<file path="src/rtl/mem_arbiter_pkg.sv">
// Shared constants for the byte-serial memory arbiter: LSB op field layout,
// size codes and byte counts, IO window base, and FSM state encoding.
package mem_arbiter_pkg;

  localparam int OP_STORE_BIT    = 3;
  localparam int OP_UNSIGNED_BIT = 2;

  localparam logic [1:0] SZ_BYTE = 2'b00;
  localparam logic [1:0] SZ_HALF = 2'b01;
  localparam logic [1:0] SZ_WORD = 2'b10;

  localparam logic [2:0] NB_BYTE = 3'd1;
  localparam logic [2:0] NB_HALF = 3'd2;
  localparam logic [2:0] NB_WORD = 3'd4;

  localparam logic [31:0] IO_BASE_DEFAULT = 32'h0003_0000;

  typedef enum logic [1:0] {
    ST_IDLE  = 2'd0,
    ST_READ  = 2'd1,
    ST_WRITE = 2'd2,
    ST_GUARD = 2'd3
  } state_t;

  typedef enum logic {
    SRC_IF  = 1'b0,
    SRC_LSB = 1'b1
  } src_t;

  // Number of bus bytes for an LSB size code; unknown codes behave as word.
  function automatic logic [2:0] size_to_n(input logic [1:0] size);
    case (size)
      SZ_BYTE: return NB_BYTE;
      SZ_HALF: return NB_HALF;
      default: return NB_WORD;
    endcase
  endfunction

endpackage

</file>
<file path="src/rtl/mem_arbiter.sv">
// Byte-wide external RAM/IO port arbiter. LSB commit-time accesses have
// fixed priority over instruction fetch; every access is sequenced as
// consecutive single-byte bus cycles.
//
// Build option: MEM_ARB_IO_STALL_EN -- when defined, write bytes aimed at
// addresses >= IO_BASE wait while io_buffer_full is high.
//
// state    | meaning
// ---------+------------------------------------------------------------
// ST_IDLE  | bus idle, sampling requests (LSB wins over fetch)
// ST_READ  | issuing addresses and capturing mem_din one byte per cycle
// ST_WRITE | driving one write byte per cycle
// ST_GUARD | done pulse cycle; requester still holds valid, so no accept
module mem_arbiter
  import mem_arbiter_pkg::*;
#(
  parameter int                ADDR_W  = 32,
  parameter logic [ADDR_W-1:0] IO_BASE = IO_BASE_DEFAULT[ADDR_W-1:0]
) (
  input  logic              clk_in,
  input  logic              rst_in,
  input  logic              rdy_in,
  input  logic              clear_flag,
  input  logic              if_valid,
  input  logic [ADDR_W-1:0] if_addr,
  output logic              if_done,
  output logic [31:0]       if_data,
  input  logic              lsb_valid,
  input  logic [ADDR_W-1:0] lsb_addr,
  input  logic [31:0]       lsb_wdata,
  input  logic [3:0]        lsb_op,
  output logic              lsb_done,
  output logic [31:0]       lsb_rdata,
  input  logic [7:0]        mem_din,
  output logic [7:0]        mem_dout,
  output logic [ADDR_W-1:0] mem_a,
  output logic              mem_wr,
  input  logic              io_buffer_full
);

  state_t            state;
  src_t              src_q;
  logic [ADDR_W-1:0] base_q;
  logic [2:0]        op_q;
  logic [31:0]       wdata_q;
  logic [2:0]        n_q;
  logic [2:0]        cnt_q;
  logic [31:0]       asm_q;
  logic [ADDR_W-1:0] mem_a_q;
  logic [7:0]        mem_dout_q;
  logic              mem_wr_q;
  logic              if_done_q;
  logic [31:0]       if_data_q;
  logic              lsb_done_q;
  logic [31:0]       lsb_rdata_q;

  logic [3:0]        step;
  logic [3:0]        n_ext;
  logic [ADDR_W-1:0] next_addr;
  logic              is_io;
  logic              io_stall;

  // Sign- or zero-extend the assembled load; words pass through unchanged.
  function automatic logic [31:0] extend_load(input logic [31:0] raw, input logic [2:0] op);
    case (op[1:0])
      SZ_BYTE: return op[OP_UNSIGNED_BIT] ? {24'b0, raw[7:0]}   : {{24{raw[7]}}, raw[7:0]};
      SZ_HALF: return op[OP_UNSIGNED_BIT] ? {16'b0, raw[15:0]}  : {{16{raw[15]}}, raw[15:0]};
      default: return raw;
    endcase
  endfunction

  assign step      = {1'b0, cnt_q} + 4'd1;
  assign n_ext     = {1'b0, n_q};
  assign next_addr = base_q + {{(ADDR_W-4){1'b0}}, step};
  assign is_io     = (mem_a_q >= IO_BASE);

`ifdef MEM_ARB_IO_STALL_EN
  assign io_stall = (state == ST_WRITE) && mem_wr_q && is_io && io_buffer_full;
`else
  logic unused_io;
  assign unused_io = &{1'b0, io_buffer_full, is_io};
  assign io_stall  = 1'b0;
`endif

  // Gating with rdy_in keeps a paused write byte from being issued twice.
  assign mem_wr    = mem_wr_q & rdy_in & ~io_stall;
  assign mem_a     = mem_a_q;
  assign mem_dout  = mem_dout_q;
  assign if_done   = if_done_q;
  assign if_data   = if_data_q;
  assign lsb_done  = lsb_done_q;
  assign lsb_rdata = lsb_rdata_q;

  // Arbitration FSM with registered bus and result outputs.
  always_ff @(posedge clk_in) begin
    if (!rst_in) begin
      state       <= ST_IDLE;
      src_q       <= SRC_IF;
      base_q      <= '0;
      op_q        <= '0;
      wdata_q     <= '0;
      n_q         <= '0;
      cnt_q       <= '0;
      asm_q       <= '0;
      mem_a_q     <= '0;
      mem_dout_q  <= '0;
      mem_wr_q    <= 1'b0;
      if_done_q   <= 1'b0;
      if_data_q   <= '0;
      lsb_done_q  <= 1'b0;
      lsb_rdata_q <= '0;
    end else if (rdy_in) begin
      if_done_q  <= 1'b0;
      lsb_done_q <= 1'b0;
      case (state)
        ST_IDLE: begin
          if (!clear_flag && (lsb_valid || if_valid)) begin
            cnt_q <= '0;
            asm_q <= '0;
            if (lsb_valid) begin
              src_q   <= SRC_LSB;
              base_q  <= lsb_addr;
              op_q    <= lsb_op[2:0];
              wdata_q <= lsb_wdata;
              n_q     <= size_to_n(lsb_op[1:0]);
              mem_a_q <= lsb_addr;
              if (lsb_op[OP_STORE_BIT]) begin
                state      <= ST_WRITE;
                mem_wr_q   <= 1'b1;
                mem_dout_q <= lsb_wdata[7:0];
              end else begin
                state <= ST_READ;
              end
            end else begin
              src_q   <= SRC_IF;
              base_q  <= if_addr;
              op_q    <= {1'b0, SZ_WORD};
              n_q     <= NB_WORD;
              mem_a_q <= if_addr;
              state   <= ST_READ;
            end
          end
        end

        ST_READ: begin
          if (clear_flag && src_q == SRC_IF) begin
            state   <= ST_IDLE;
            mem_a_q <= '0;
            cnt_q   <= '0;
          end else begin
            cnt_q   <= cnt_q + 3'd1;
            mem_a_q <= (step < n_ext) ? next_addr : '0;
            // Data for the address issued two edges ago is on mem_din now.
            if (cnt_q != 3'd0 && cnt_q <= n_q) begin
              case (cnt_q)
                3'd1:    asm_q[7:0]   <= mem_din;
                3'd2:    asm_q[15:8]  <= mem_din;
                3'd3:    asm_q[23:16] <= mem_din;
                default: asm_q[31:24] <= mem_din;
              endcase
            end
            if (step == n_ext + 4'd2) begin
              state <= ST_GUARD;
              cnt_q <= '0;
              if (src_q == SRC_IF) begin
                if_done_q <= 1'b1;
                if_data_q <= asm_q;
              end else begin
                lsb_done_q  <= 1'b1;
                lsb_rdata_q <= extend_load(asm_q, op_q);
              end
            end
          end
        end

        ST_WRITE: begin
          if (!io_stall) begin
            if (step < n_ext) begin
              cnt_q      <= cnt_q + 3'd1;
              mem_a_q    <= next_addr;
              mem_dout_q <= wdata_q[8*step[1:0] +: 8];
            end else begin
              state       <= ST_GUARD;
              cnt_q       <= '0;
              mem_wr_q    <= 1'b0;
              mem_a_q     <= '0;
              mem_dout_q  <= '0;
              lsb_done_q  <= 1'b1;
              lsb_rdata_q <= '0;
            end
          end
        end

        ST_GUARD: state <= ST_IDLE;

        default: state <= ST_IDLE;
      endcase
    end
  end

endmodule

</file>
<file path="config.mk">
export PLATFORM = sky130hd
export DESIGN_NAME = mem_arbiter
export DESIGN_NICKNAME = d
export VERILOG_FILES = /design/src/rtl/mem_arbiter_pkg.sv /design/src/rtl/mem_arbiter.sv
export SDC_FILE = /design/constraint.sdc
export NUM_CORES = 1
export LEC_CHECK = 0
export BUFFER_PORTS_ARGS = -buffer_cell sky130_fd_sc_hd__buf_2
export CORE_UTILIZATION = 25
export DETAILED_ROUTE_END_ITERATION = 8
export SLEW_MARGIN = 20
export SYNTH_ARGS = -nofsm -noshare
export SYNTH_HDL_FRONTEND = slang
export SYNTH_SLANG_ARGS = --single-unit
</file>
<file path="constraint.sdc">
create_clock -name clk_in -period 3.8 [get_ports clk_in]
set_clock_uncertainty 0.15 [all_clocks]
set_input_delay 0.38 -clock clk_in [delete_from_list [all_inputs] [get_ports clk_in]]
set_output_delay 0.38 -clock clk_in [all_outputs]
set_load 0.05 [all_outputs]
</file>
==> run metrics, run 1 <==
share of cells above drive strength 1=22.1%; setup TNS=0 ns; vias per cell=4.74; TritonCTS Sinks=roughly 220; post-synthesis xor/xnor area fraction=roughly 2.8%; DR iter-0 viols=about 570; Pins Over Slew Limit=0; worst slack at placement=0.551 ns; area of the core=38000 sq um; leakage=between 5 and 6 nW; Commonest cells post-synth=215 x dfxtp_1, 166 x nand2_1, 92 x o21ai_0; main combinational cell family by area after synthesis=compound AO/OA/AOI/OAI gates; Core Util, Final=about a third; Setup WS post-layout=0.548 ns; Setup Viol. Count Final=0; FP Rows=71; vias in the first global route=approximately 8000; Ys Warns=0; H-tree Lvls=1; Async SR Flop Fraction=0%; number of non-filler instances in the completed layout=about 1800; Area Growth Syn to Fin=28.6%; type of the worst min-delay path=input port to register; Routed Antenna Nets=0; Setup crit end kind=register; Post-CTS Setup Bufs=0; routed len/inst=15.8 um; hpwl dp=20.0 mm; worst path required time=4.13 ns; initial antenna violation count=2; met3 Usage GRT=3.12%; placed cells=1755; CP Data Arrival Time=3.58 ns; grt total ovfl=0; Layout fillers=4032; slew margin rel.=47.7%; min-delay src=lsb_op[0]; outcome=finished, final reports clean; Yosys reg bits=215; via count=8722; Synth Area in Simple Gates=17.3%; Clock transition at path regs=0.06 ns; routability cong.=0.842; first-pass GRT wire length=45.1 mm; Setup CP Type=register to register; DRC=0; MaxCap Viol Count=0; CTS tree=done; total power=5.57 mW; main area contributors after synthesis=dfxtp_1 44%, nand2_1 6.4%, mux2i_1 5.0%; VDD IR-drop max=0.000297 V; Port Buffers=220; GR peak layer=met2; CTS Buffer Depth=3; worst-path maximum fanout=32; Power Density=444 nW/um^2; io pins=222; syn avg cell area=8.92 sq um; largest net degree at the start of global routing=around 70; Syn Inst Count=~1100; die area=around 40000 sq um; Seq/Total Area, Yosys=44.1%; library cells used by synthesis=57; min Tclk post-route=roughly 3.3 ns; FMAX=0.307 GHz; top-count cell post-synth=dfxtp_1; crit start category=register; Synth Area in Compound Gates=between 20% and 30%; Clk Latency, worst-skew pair=approximately 0.54 ns; crit path from=cnt_q[1]; CTS Root Cell=clkbuf_16; GR Util All Layers=14.3%; GRT met1 Usage=19.4%; EDFF count, synth=0; DRT Pass-1 Iters=5; die extent in y=200 um; met2 GRT Util=22.6%; Synth Area in Adders=approximately 2.8%; Reg-to-Reg Start=cnt_q[1]; Initial Util=25.7%; synthesized cell area=9750 sq um; RSZ-0062 raised after global routing=false; measured slew at the worst slew-check pin=0.784 ns; Yosys top cell area share=44.1%; Die Wd=~200 um; synthesized net count=1230; post-synthesis mux area share=6.88%; Nets=1449; dominant cell type by area after synthesis=dfxtp_1; WL final=29.0 mm; ys flop type=dfxtp_1; CTS Buf Count=25; Hold Fails Final Rpt=0; Final Cycle Share=85.6%
sequential cells by signal (all words and copies together) (netlist names):
name and flops:
state 2, mem_dout 8, mem_wr_q 1, asm_q 32, wdata_q 32, lsb_rdata 32
if_done 1, src_q 1, n_q 3, cnt_q 3, mem_a 32, lsb_done 1
if_data 32, base_q 32, op_q 3
cell usage in the layout (no fill, tap or decap), types with 11 or more instances in the layout:
cell,synthesis,routed
nand2_1,166,165
nand4_1,11,11
o21ai_1,18,18
nand3_1,54,53
a21boi_0,24,24
inv_1,12,12
dlygate4sd3_1,0,42
a32o_1,18,18
nor2_1,44,43
a21oi_1,55,55
a21boi_1,14,14
o211a_1,33,33
nand2b_1,24,24
o21ai_0,92,92
a22o_1,32,32
ha_1,20,20
buf_2,12,219
buf_4,1,18
clkbuf_16,0,25
mux2i_1,49,49
dfxtp_1,215,215
nor2b_1,14,14
xnor2_1,21,21
critical path, stage by stage, from the launching register on:
cell,delay (ns)
dfxtp_1,0.49
inv_1,0.11
ha_1,0.39
ha_1,0.36
nor2b_1,0.15
o21ai_0,0.27
nand3_1,0.11
buf_4,0.20
nand2_1,0.08
o21a_2,0.61
a22o_1,0.27
path summary, 6_finish.rpt:
kind              cells past startpoint       endpoint  slack [ns]
setup reg to reg                     10  lsb_rdata[29]        0.55
hold / removal                        4         n_q[0]        0.06
hold reg to reg                       2     if_data[3]        0.30
setup / recovery                     10  lsb_rdata[29]        0.55
per-layer routing:
metal  part of all wire (%)  wire (um)
met5                  0.038         11
met4                    2.3        662
met3                    6.5       1880
met2                     44      12800
met1                     47      13600
power by group:
group	internal, mW	total (mW)	switching, mW	leakage (nW)
sequential	2.34	2.40	0.0605	1.74
combinational	0.246	0.701	0.455	3.33
clock	1.52	2.47	0.952	0.411
stage by stage:
stage                     cell area (sq um)  hold WS (ns)
after global placement                11300         0.289
after floorplan                        9750         0.282
after CTS                             12500        0.0220
final                                 12500        0.0597
after global routing                  12500        0.0672
after detailed placement              11300         0.296
logic make-up after synthesis:
family / Yosys count
AO/OA/AOI/OAI: 314
XOR/XNOR: 31
adder cells (fa/ha/maj): 21
buffers and inverters: 99
flip-flops: 215
multiplexers: 57
AND/OR/NAND/NOR: 357
cell type report:
| cell class | count | area [sq um] | area share [%] |
|---|---|---|---|
| well taps | 511 | 639 | 5.10 |
| flip-flops and latches | 215 | 4300 | 34.3 |
| repair buffers | 279 | 1650 | 13.2 |
| diodes | 2 | 5.00 | 0.0399 |
| inverters | 12 | 45.0 | 0.359 |
| clock inverters | 7 | 116 | 0.927 |
| multi-input cells | 780 | 5060 | 40.3 |
| clock buffers | 35 | 723 | 5.76 |
what timing repair did:
action                                 in CTS  in global routing
endpoints found under the hold margin      55                  0
hold buffers                               42                  0
gates resized for setup                     0                  0
Power figures use the tool's default switching activity.
==> inputs of run 2 (changes only) <==
PLACE_DENSITY = 0.48   (was default)
==> run 2 against run 1 <==
Effect of this change:
- count of clock-buffer cells in the layout unchanged
- combinational power about the same
- fmax down 1.5%
- routed wire length up 3.5%
- design area shrank 0.42%
- clock power is 6% lower
- flip-flop and latch count did not move
- setup slack got worse by 0.049 ns
- via count decreased by 1.7%
- register-to-register slack worse by 0.05 ns
==> run metrics, run 2 (synthesis results as in run 1) <==
n_diodes=0; total power=about 5.4 mW; Reg-to-Reg Start=cnt_q[0]; GR peak layer=met2; MaxCap Viol Count=0; TritonCTS Sinks=215; slew margin rel.=~46%; largest net degree at the start of global routing=86; GR Util All Layers=14.9%; initial antenna violation count=1; routability cong.=0.806; Die Wd=200 um; commonest non-fill, non-tap cell in the layout=buf_2; WL final=30.0 mm; min Tclk post-route=between 3 and 4 ns; via count=8576; Hold Fails Final Rpt=0; routed len/inst=about 16 um; CP Data Arrival Time=~3.6 ns; critical-path cell list=inv_1, ha_1, buf_4, fa_1, nand2_1, a211oi_1, or3b_1, nor3_1, xnor2_1, o21ai_1; CTS Root Cell=clkbuf_16; die extent in y=about 200 um; Port Buffers=220; Pins Over Slew Limit=0; Clock transition at path regs=approximately 0.06 ns; FP Rows=71; CTS tree=done; crit start category=register; CTS Buffer Depth=3; GRT met1 Usage=about 20%; sequential cell area=4300 sq um; VDD IR-drop max=0.000291 V; DP Area=11300 sq um; share of cells above drive strength 1=22.3%; measured slew at the worst slew-check pin=0.810 ns; worst path required time=4.07 ns; Multi-input gate area=5060 sq um; Setup Viol. Count Final=0; die area=39800 sq um; CTS Buf Count=26; min-delay src=lsb_op[0]; Initial Util=~26%; Layout fillers=between 4000 and 5000; vias per cell=4.65; crit path from=cnt_q[0]; setup TNS=0 ns; Power Density=approximately 430 nW/um^2; Nets=between 1000 and 1500; cell area after layout=12500 sq um; FMAX=0.303 GHz; worst-path maximum fanout=11; Final Cycle Share=~87%; Setup CP Type=register to register; io pins=222; DR iter-0 viols=around 340; area of the core=approximately 38000 sq um; Area Growth Syn to Fin=28.1%; RSZ-0062 raised after global routing=false; Clk Latency, worst-skew pair=about 0.54 ns; DRC=0; Hold Slack=0.0259 ns; worst stage delay on the critical path=between 0.5 and 0.6 ns; Setup WS post-layout=~0.5 ns; type of the worst min-delay path=input port to register; vias in the first global route=8406; grt total ovfl=0; worst slack at placement=0.490 ns; first-pass GRT wire length=46.9 mm; H-tree Lvls=1; Setup crit end kind=register; Routed Antenna Nets=0; met2 GRT Util=25.0%; most frequent cells in the layout=219 x buf_2, 215 x dfxtp_1, 165 x nand2_1, 92 x o21ai_0, 55 x a21oi_1; DRT Pass-1 Iters=5; met3 Usage GRT=under 10%; leakage=5.46 nW; outcome=finished, final reports clean; slowest CP cell=a211oi_1; hpwl dp=20.7 mm
-- run 2: cell types whose count changed in the layout (fill, tap and decap cells not counted), sizes merged --
cell,change
clkinv,+7
bufinv,-3
clkinvlp,+3
diode,-2
dlygate4sd3,-1
inv,-1
-- run 2: stage by stage --
stage | utilization (%) | cells
floorplan | - | 1094
global route | 32.9 | 1844
CTS | 32.9 | 1844
detailed placement | 29.7 | 1755
global placement | 29.7 | 1755
finish | 32.9 | 1844
-- run 2: where the power goes --
group / internal (mW) / total [mW] / switching, mW
registers: 2.34 / 2.40 / 0.0612
clock network: 1.31 / 2.33 / 1.02
logic: 0.247 / 0.703 / 0.456
-- run 2: final timing paths --
| check | slack (ns) | cells past startpoint | endpoint |
|---|---|---|---|
| max | 0.50 | 10 | mem_a[26] |
| min | 0.03 | 3 | n_q[1] |
| max reg2reg | 0.50 | 10 | mem_a[26] |
| min reg2reg | 0.30 | 2 | wdata_q[30] |
-- run 2: metal layers --
| layer | vias to the layer above | wire [um] |
|---|---|---|
| met5 | - | 11 |
| met4 | 2 | 499 |
| met3 | 32 | 1510 |
| met2 | 192 | 13900 |
| met1 | 4007 | 14100 |
| li1 | 4343 | - |
-- run 2: what timing repair did --
| item | CTS | global route |
|---|---|---|
| hold buffers | 41 | 0 |
| hold endpoints to repair | 55 | 0 |
| setup buffers | 0 | 0 |
| resized for setup | 0 | 0 |
-- run 2: worst max-delay path: cells and delay by family, from the launching register on --
kind,cells,cell delay [ns]
AO/OA/AOI/OAI,2,0.62
XOR/XNOR,1,0.16
adder cells (fa/ha/maj),2,0.58
buffers and inverters,2,0.41
flip-flops,1,0.51
AND/OR/NAND/NOR,3,0.75
-- run 2: layout make-up --
| cell class | instances | share of cell area [%] |
|---|---|---|
| well taps | 511 | 5.12 |
| flip-flops and latches | 215 | 34.4 |
| repair buffers | 278 | 13.2 |
| inverters | 12 | 0.361 |
| multi-input cells | 780 | 40.5 |
| clock buffers | 35 | 5.64 |
| clock inverters | 13 | 0.751 |
==> inputs of run 3 (changes only) <==
==> constraint.sdc (replaced) <==
create_clock -name clk_in -period 3.55 [get_ports clk_in]
set_clock_uncertainty 0.15 [all_clocks]
set_input_delay 0 -clock clk_in [delete_from_list [all_inputs] [get_ports clk_in]]
set_output_delay 0 -clock clk_in [all_outputs]
set_load 0.05 [all_outputs]
==> run 3 against run 2 <==
Effect of this change:
- combinational power grew 20%
- core utilization increased by 2.9 points
- non-clock buffer count grew 104
- design area increased by 8.8%
- hold slack worse by 0.0028 ns
- highest routed layer is now met4
- largest power group is now the clock network
- first-iteration DRC count fell by 2.3%
- power is 12% higher
==> run metrics, run 3 (synthesis results as in run 1) <==
type of the worst min-delay path=input port to register; Setup CP Type=register to register; crit start category=register; worst-path maximum fanout=32; die extent in y=200 um; Critical R2R Capture=lsb_rdata[8]; Initial Util=25.7%; Die Wd=200 um; hpwl dp=20.8 mm; Pins Over Slew Limit=0; Setup crit end kind=register; CTS Root Cell=clkbuf_16; via count=between 9000 and 10000; DR iter-0 viols=between 300 and 400; vias in the first global route=approximately 8800; routed len/inst=16.2 um; min Tclk post-route=3.22 ns; io pins=between 200 and 250; die area=between 30000 and 40000 sq um; area of the core=38000 sq um; TritonCTS Sinks=approximately 220; CP Data Arrival Time=3.55 ns; Setup Viol. Count Final=0; WL final=31.5 mm; GR Util All Layers=~16%; DRT Pass-1 Iters=5; Hold Path Depth=6; Clock transition at path regs=~0.060 ns; placed cells=1757; Port Buffers=220; share of cells above drive strength 1=20.9%; Nets=1553; Area Growth Syn to Fin=39.4%; FMAX=around 0.31 GHz; routability cong.=between 0.7 and 0.8; RSZ-0062 raised after global routing=false; CTS tree=done; Clk Latency, worst-skew pair=0.55 ns; R2R Setup Slk=0.33 ns; Final Cycle Share=90.7%; cell area after layout=13600 sq um; Layout fillers=4007; FP Rows=71; leakage=between 6 and 7 nW; crit path from=cnt_q[0]; Routed Antenna Nets=0; setup TNS=0 ns; Power Density=~450 nW/um^2; number of non-filler instances in the completed layout=roughly 1900; largest net degree at the start of global routing=88; grt total ovfl=0; CTS Buffer Depth=3; slew margin rel.=47.3%; vias per cell=4.64; DP Area=11300 sq um; first-pass GRT wire length=between 40 and 50 mm; Hold Fails Final Rpt=0; CTS Buf Count=26; worst path required time=3.88 ns; Critical Path Sink=lsb_rdata[8]; Worst R2R Path Depth=9; VDD IR-drop max=between 0.0003 and 0.0004 V; outcome=finished, final reports clean; MaxCap Viol Count=0; measured slew at the worst slew-check pin=roughly 0.79 ns; Post-CTS Setup Bufs=0; DRC=0; most frequent cells in the layout=219 x buf_2, 214 x dfxtp_1, 165 x nand2_1, 143 x dlygate4sd3_1, 92 x o21ai_0; total power=6.06 mW; commonest non-fill, non-tap cell in the layout=buf_2; initial antenna violation count=1; Reg-to-Reg Start=cnt_q[0]; H-tree Lvls=1
[run 3: cell count changes in the layout (fill, tap and decap cells not counted), sizes merged]
cell,change
clkinvlp,-1
clkbuf,+3
buf,+2
diode,+1
clkinv,-6
bufinv,+1
dlygate4sd3,+102
[run 3: final cells by class]
cell class / count / area [sq um] / area share [%]
Multi-Input combinational cell: 780 / 5060 / 37.2
Sequential cell: 215 / 4310 / 31.7
Timing Repair Buffer: 382 / 2690 / 19.8
Clock buffer: 38 / 777 / 5.71
Tap cell: 511 / 639 / 4.70
Clock inverter: 7 / 71.3 / 0.525
Inverter: 12 / 45.0 / 0.331
Antenna cell: 1 / 2.50 / 0.0184
[run 3: critical path: stages, from the launching register on]
cell     delay [ns]
dfxtp_1        0.43
inv_1          0.17
ha_1           0.43
ha_1           0.36
nor2b_1        0.14
o21ai_0        0.28
nand3_1        0.17
nand2_1        0.10
o21a_2         0.66
a22o_1         0.26
[run 3: power breakdown]
group          total (mW)  leakage, nW  switching, mW  internal, mW
clock                2.65        0.408           1.07          1.58
combinational       0.841         3.85          0.500         0.341
sequential           2.57         1.75         0.0725          2.50
total                6.06         6.01           1.64          4.42
[run 3: routing by layer]
layer	routed length (um)	GRT usage [%]
met2	14700	26.4
met5	0	0
met1	14400	20.4
met3	1730	3.00
met4	710	4.18
[run 3: how the worst min path moves through the flow]
stage | from | endpoint | slack (ns)
after floorplan | lsb_wdata[28] | wdata_q[28] | -0.02
after global placement | lsb_wdata[2] | wdata_q[2] | 0.10
after detailed placement | lsb_wdata[4] | wdata_q[4] | 0.11
after CTS | if_valid | src_q | 0.008
after global routing | clear_flag | src_q | 0.10
final | if_valid | src_q | 0.02
[run 3: per-stage QoR]
step / hold WS, ns / utilization (%) / setup WS, ns
finish: 0.0231 / 35.8 / 0.331
detailed placement: 0.107 / 29.7 / 0.357
global placement: 0.104 / 29.7 / 0.344
global route: 0.105 / 35.8 / 0.0771
CTS: 0.00827 / 35.7 / 0.337
floorplan: -0.0152 / - / 0.483
[run 3: what timing repair did]
action	4_1_cts	5_1_grt
hold buffers	143	0
resized for setup	0	0
hold endpoints to repair	161	0
